<file path="src/rtl/conv_ctrl_pkg.sv">
// Shared types and defaults for the convolution run controller.
// The state encoding is visible to checkers through conv_run_ctrl.state_dbg.
package conv_ctrl_pkg;

  typedef enum logic [3:0] {
    ST_IDLE,
    ST_K_PF,
    ST_K_LOAD,
    ST_SETTLE,
    ST_IF_GO,
    ST_RUN,
    ST_GAP,
    ST_FIN,
    ST_ERR
  } conv_ctrl_state_t;

  localparam int DEF_SETTLE = 100;
  localparam int DEF_GAP    = 100;

  function automatic int max2(input int a, input int b);
    return (a > b) ? a : b;
  endfunction

endpackage

</file>
<file path="src/rtl/conv_ctrl_beat_cnt.sv">
// Saturating per-kernel beat counter.
// The full output reflects this cycle's increment, so the controller can leave K_LOAD on the last beat.
module conv_ctrl_beat_cnt #(
  parameter int K_BEATS = 27,
  localparam int CW = $clog2(K_BEATS + 1)
) (
  input  logic clk,
  input  logic rst,
  input  logic clr,
  input  logic inc,
  output logic full
);

  logic [CW-1:0] cnt;
  logic [CW-1:0] cnt_base;
  logic [CW-1:0] cnt_nxt;

  // A clear and a beat in the same cycle leave a count of one.
  always_comb begin
    cnt_base = clr ? '0 : cnt;
    cnt_nxt  = cnt_base;
    if (inc && (cnt_base != CW'(K_BEATS))) begin
      cnt_nxt = cnt_base + 1'b1;
    end
  end

  assign full = (cnt_nxt == CW'(K_BEATS));

  always_ff @(posedge clk) begin
    if (rst) begin
      cnt <= '0;
    end else begin
      cnt <= cnt_nxt;
    end
  end

endmodule

</file>
<file path="src/rtl/conv_run_ctrl.sv">
// Run-level sequencer: kernel prefetch, load tracking, settle, frame start,
// frame completion and inter-iteration gap, with watchdog and abort.
module conv_run_ctrl
  import conv_ctrl_pkg::*;
#(
  parameter int K_NUM         = 3,
  parameter int K_BEATS       = 27,
  parameter int SETTLE_CYCLES = DEF_SETTLE,
  parameter int GAP_CYCLES    = DEF_GAP,
  parameter int ITER_W        = 8,
  parameter int TMO_W         = 24
) (
  input  logic              clk,
  input  logic              rst,
  input  logic              cmd_start,
  input  logic [ITER_W-1:0] cmd_num_iter,
  input  logic              cmd_abort,
  input  logic [K_NUM-1:0]  k_i_valid,
  input  logic              of_done,
  output logic              k_prefetch,
  output logic              if_start,
  output logic              busy,
  output logic              done,
  output logic              err_timeout,
  output logic [ITER_W-1:0] iter_idx,
  output conv_ctrl_state_t  state_dbg
);

  localparam int PH_W = $clog2(max2(SETTLE_CYCLES, GAP_CYCLES) + 1);
  // Expiry is taken on the step into all-ones, so the flag rises 2**TMO_W-1 cycles after entry.
  localparam logic [TMO_W-1:0] WD_LAST = ~TMO_W'(1);

  conv_ctrl_state_t  state, state_nxt;
  logic [K_NUM-1:0]  k_full;
  logic              cnt_clr, cnt_en;
  logic [PH_W-1:0]   ph_cnt;
  logic [TMO_W-1:0]  wd;
  logic [ITER_W-1:0] n_iter;
  logic              settle_end, gap_end, wd_hit, last_iter;

  assign cnt_clr = (state == ST_K_PF);
  assign cnt_en  = (state == ST_K_PF) || (state == ST_K_LOAD);

  for (genvar g = 0; g < K_NUM; g++) begin : g_beat
    conv_ctrl_beat_cnt #(.K_BEATS(K_BEATS)) u_cnt (
      .clk  (clk),
      .rst  (rst),
      .clr  (cnt_clr),
      .inc  (cnt_en & k_i_valid[g]),
      .full (k_full[g])
    );
  end

  assign settle_end = (ph_cnt == PH_W'(SETTLE_CYCLES - 1));
  assign gap_end    = (ph_cnt == PH_W'(GAP_CYCLES - 1));
  assign wd_hit     = (wd == WD_LAST);
  assign last_iter  = (iter_idx == (n_iter - 1'b1));

  always_ff @(posedge clk) begin
    if (rst) begin
      state <= ST_IDLE;
    end else begin
      state <= state_nxt;
    end
  end

  // Abort outranks every other transition, including a coincident of_done or start.
  always_comb begin
    state_nxt = state;
    if (cmd_abort) begin
      state_nxt = ST_IDLE;
    end else begin
      case (state)
        ST_IDLE:   if (cmd_start) state_nxt = (cmd_num_iter == '0) ? ST_FIN : ST_K_PF;
        ST_K_PF:   state_nxt = ST_K_LOAD;
        ST_K_LOAD: if (&k_full) state_nxt = ST_SETTLE;
                   else if (wd_hit) state_nxt = ST_ERR;
        ST_SETTLE: if (settle_end) state_nxt = ST_IF_GO;
        ST_IF_GO:  state_nxt = ST_RUN;
        ST_RUN:    if (of_done) state_nxt = ST_GAP;
                   else if (wd_hit) state_nxt = ST_ERR;
        ST_GAP:    if (gap_end) state_nxt = last_iter ? ST_FIN : ST_K_PF;
        ST_FIN:    state_nxt = ST_IDLE;
        ST_ERR:    state_nxt = ST_ERR;
        default:   state_nxt = ST_IDLE;
      endcase
    end
  end

  always_ff @(posedge clk) begin
    if (rst) begin
      ph_cnt      <= '0;
      wd          <= '0;
      n_iter      <= '0;
      iter_idx    <= '0;
      err_timeout <= 1'b0;
    end else begin
      ph_cnt <= ((state == ST_SETTLE || state == ST_GAP) && state_nxt == state) ?
                ph_cnt + 1'b1 : '0;
      wd     <= (state == ST_K_LOAD || state == ST_RUN) ? wd + 1'b1 : '0;
      if (state == ST_IDLE && cmd_start && !cmd_abort) begin
        n_iter <= cmd_num_iter;
      end
      if (cmd_abort || state == ST_FIN || state == ST_IDLE) begin
        iter_idx <= '0;
      end else if (state == ST_GAP && gap_end && !last_iter) begin
        iter_idx <= iter_idx + 1'b1;
      end
      if (cmd_abort) begin
        err_timeout <= 1'b0;
      end else if (state_nxt == ST_ERR && state != ST_ERR) begin
        err_timeout <= 1'b1;
      end
    end
  end

  // Pulses decode the state register only, so no input reaches them combinationally.
  assign k_prefetch = (state == ST_K_PF);
  assign if_start   = (state == ST_IF_GO);
  assign done       = (state == ST_FIN);
  assign busy       = (state != ST_IDLE);
  assign state_dbg  = state;

endmodule

</file>
<file path="config.mk">
export PLATFORM = sky130hd
export DESIGN_NAME = conv_run_ctrl
export DESIGN_NICKNAME = d
export VERILOG_FILES = /design/src/rtl/conv_ctrl_pkg.sv /design/src/rtl/conv_ctrl_beat_cnt.sv /design/src/rtl/conv_run_ctrl.sv
export SDC_FILE = /design/constraint.sdc
export NUM_CORES = 1
export LEC_CHECK = 0
export BUFFER_PORTS_ARGS = -buffer_cell sky130_fd_sc_hd__buf_2
export CORE_ASPECT_RATIO = 1.1
export CORE_MARGIN = 4
export CORE_UTILIZATION = 60
export DETAILED_ROUTE_END_ITERATION = 12
export PLACE_DENSITY = 0.86
export SYNTH_ARGS = -nofsm -noshare
export SYNTH_HDL_FRONTEND = slang
export SYNTH_SLANG_ARGS = --single-unit
</file>
<file path="constraint.sdc">
create_clock -name clk -period 10.1 [get_ports clk]
set_input_delay 1.01 -clock clk [delete_from_list [all_inputs] [get_ports clk]]
set_output_delay 1.01 -clock clk [all_outputs]
set_load 0.01 [all_outputs]
</file>
==> flow_summary.json <==
{
  "status": "complete, no violations",
  "grt_overflow_total": 0,
  "setup_viol_count_final": 0,
  "die_y_um": 90.8,
  "synthXorXnorAreaFrac_pct": 9.13,
  "worstReg2RegEnd": "err_timeout",
  "clk_pin_slew_ns": 0.07,
  "synth.most_common_cell": "nor2_1",
  "slew-limit-headroom_pct": 44.5,
  "global_route_usage_over_all_layers_pct": 23.9,
  "worstPathRequired_ns": 10.35,
  "cts-buffers-inserted": 9,
  "reg2reg_setup_slack_ns": 6.52,
  "postSynthCellCount": 451,
  "placement_rows": 29,
  "yosys-mux-area-fraction_pct": 4.82,
  "total_leakage_power_nw": 1.63,
  "grt_pass1_vias": 3408,
  "leading_register_cell_type_out_of_synthesis": "dfxtp_1",
  "synthesis.yosys.warnings": 0,
  "wl_per_cell_um": 15.7,
  "pin_count_of_the_biggest_net_entering_global_routing": 28,
  "initial_utilization_pct": 63.3,
  "ctsHtreeMaxLevel": 3,
  "synth-simple-area-share_pct": 31.6,
  "worst_path_most_repeated_cell": "o31ai_1",
  "final.hold.worst_slack_ns": 0.451,
  "critical_path.top_delay_family": "simple AND/OR/NAND/NOR gates",
  "synth_sequential_area_ratio_pct": 35.9,
  "initial_antenna_violation_count": 0,
  "dieArea_um2": 7560,
  "grt_first_pass_wirelength_mm": 15.0,
  "internal_power_consumption_uw": 424,
  "postRouteWirelength_mm": 8.79,
  "max_freq_mhz": 280,
  "vias": 3414,
  "worstSetupPathType": "reg -> reg",
  "routed_via_density": 6.11,
  "count_of_input_and_output_buffers": 32,
  "drive_above_1_share_pct": 12.7,
  "root_buffer": "clkbuf_8",
  "synth_async_sr_flop_share_pct": 0,
  "yosys.cell_types.count": 66,
  "postCtsSetupRepairBufs": 0,
  "synthAdderAreaFrac_pct": 2.68,
  "p_comb_share_pct": 5.6,
  "ios": 33,
  "hold_path_startpoint": "ph_cnt[0]",
  "die-width_um": 83.3,
  "worst-r2r-cell-count": 11,
  "finalHoldViolCount": 0,
  "clock_power_share_pct": 45.6,
  "r2r-start": "state_dbg[2]",
  "sort_of_element_at_the_start_of_the_critical_path": "flop",
  "netlist.area_leader.share_pct": 35.9,
  "cp_data_arrival_time_ns": 3.82,
  "post_cts.resized_instances": 0,
  "path_max_fanout": 20,
  "synth_largest_area_cell": "dfxtp_1",
  "ys_seq_elements": 67,
  "gp_congestion": 0.846,
  "worst_path_max_delay_cell": "dfxtp_1",
  "cell_area_after_synthesis_um2": 3740,
  "worst_skew_pair.late_latency_ns": 0.35,
  "power_per_cell_area_nw_per_um2": 133,
  "cts_hold_buffers": 0,
  "drt_first_pass_iters": 5,
  "min_to": "ph_cnt[0]",
  "fp.coreArea_um2": 5910,
  "rsz0062_at_grt": "no",
  "clock-sinks": 67,
  "starting_drt_drc_count": 290,
  "timing_worst_slew_pin_value_ns": 0.830,
  "drt_drc_violations_left": 0,
  "cts_tree": "done",
  "place_hpwl_mm": 6.20,
  "critical_path.n_buffers_inverters": 2,
  "layout.nets": 501,
  "hold_depth": 1,
  "synth_common_cells": "nor2_1 (72), dfxtp_1 (67), nand2_1 (36)",
  "synthesis.nets": 475,
  "drv_cap": 0,
  "area_growth_pct": 10.8,
  "swShare_pct": 23.0,
  "critical_path.endpoint_type": "flop",
  "synth_edf_count": 0,
  "synthesis.area_per_instance_um2": 8.30,
  "finalWorstPathRequiredPeriod_ns": 3.58,
  "hold_class": "reg -> reg",
  "total_negative_slack_for_setup_checks_ns": 0,
  "pwr-share-seq_pct": 48.8,
  "timing.clock.skew_ns": 0.00808,
  "critical-path-max-stage-delay_ns": 0.78,
  "netlist_top_cells_area": "dfxtp_1 (36%), nor2_1 (7.2%), xor2_1 (5.6%)",
  "cp_cell_sequence": "or4b_4, inv_2, nor2_1, ha_1, inv_1, o311ai_0, o31ai_1, or4_4, nor4_4, o31ai_1, a22o_1",
  "inserted_diodes": 0,
  "synth_compound_area_share_pct": 12.3,
  "final.period_utilization_pct": 35.4,
  "antenna_left": 0,
  "cts-root-to-sink-buffers": 2,
  "largest_family_of_logic_cells_by_synthesized_area": "simple AND/OR/NAND/NOR gates",
  "worst_vdd_drop_mv": 0.0827,
  "final-max-slew-violation-count": 0,
  "switching_power_uw": 126
}
==> flip-flops by register name, indices dropped and copies added (netlist names) <==
signal            cells
err_timeout           1
state_dbg             4
g_beat.u_cnt.cnt     15
n_iter                8
iter_idx              8
wd                   24
ph_cnt                7
==> worst max path at each step <==
stage / from / endpoint / slack (ns) / cells after the start
after floorplan: state_dbg[2] / err_timeout / 6.85 / 13
after global placement: state_dbg[1] / err_timeout / 6.67 / 10
after detailed placement: state_dbg[1] / err_timeout / 6.55 / 11
after CTS: state_dbg[1] / err_timeout / 6.55 / 10
after global routing: state_dbg[1] / state_dbg[1] / 6.24 / 11
final: state_dbg[2] / err_timeout / 6.52 / 11
==> kinds of logic after synthesis <==
group,count (synthesis)
DFF,67
and+or+nand+nor,226
AOI/OAI and AO/OA,63
muxes,18
adders and majority gates,8
xor gates and xnor gates,39
buffers and inverters,30
==> final cells by class <==
type | instances | area, um2
fill | 463 | 1770
timing repair buffer | 34 | 175
clock buffer | 10 | 138
clock inverter | 6 | 88.8
multi-input combinational | 354 | 2270
tap | 77 | 96.3
sequential | 67 | 1340
inverter | 11 | 41.3
==> power groups by stage <==
stage | sequential, mW | combinational, mW | clock (mW)
floorplan | 0.274 | 0.0217 | 0
global placement | 0.275 | 0.0283 | 0
detailed placement | 0.275 | 0.0296 | 0
CTS | 0.269 | 0.0303 | 0.256
global route | 0.269 | 0.0335 | 0.268
finish | 0.269 | 0.0307 | 0.251
==> cells in the final DEF, fill, tap and decap left out, drive strengths merged, types with 3 or more instances in the layout <==
cell type / synthesis / final
nand2: 36 / 36
nor3: 8 / 8
nor2: 72 / 72
xor2: 24 / 24
nand3b: 3 / 3
nand3: 26 / 26
mux2i: 18 / 18
and3: 15 / 15
inv: 11 / 11
a31oi: 4 / 4
or3: 4 / 4
xnor2: 15 / 15
nor3b: 3 / 3
nand4b: 3 / 3
and4: 6 / 6
and2: 13 / 13
nor2b: 5 / 5
o21ai: 12 / 12
dfxtp: 67 / 67
o31ai: 3 / 3
clkbuf: 13 / 10
a32oi: 3 / 3
nand2b: 6 / 6
nor4: 10 / 10
o211ai: 3 / 3
buf: 6 / 34
nand4: 6 / 6
a21oi: 13 / 13
ha: 8 / 8
==> per-layer routing <==
layer	vias to the layer above	part of all wire (%)	GRT usage, %
li1	1660	-	-
met1	1598	41	27.5
met2	124	49	41.0
met3	32	7.2	7.21
met4	0	2.7	9.81
met5	-	0	0
==> stage by stage <==
stage                     util (%)  std cells  total power, mW  setup slack [ns]  cell area (um2)
after floorplan                  -        451            0.296              6.85             3740
after global placement        66.3        543            0.303              6.67             3920
after detailed placement      66.3        543            0.305              6.55             3920
after CTS                     70.1        559            0.555              6.55             4150
after global routing          70.1        559            0.571              6.24             4150
final                         70.1        559            0.551              6.52             4150
Power figures use the tool's default switching activity.
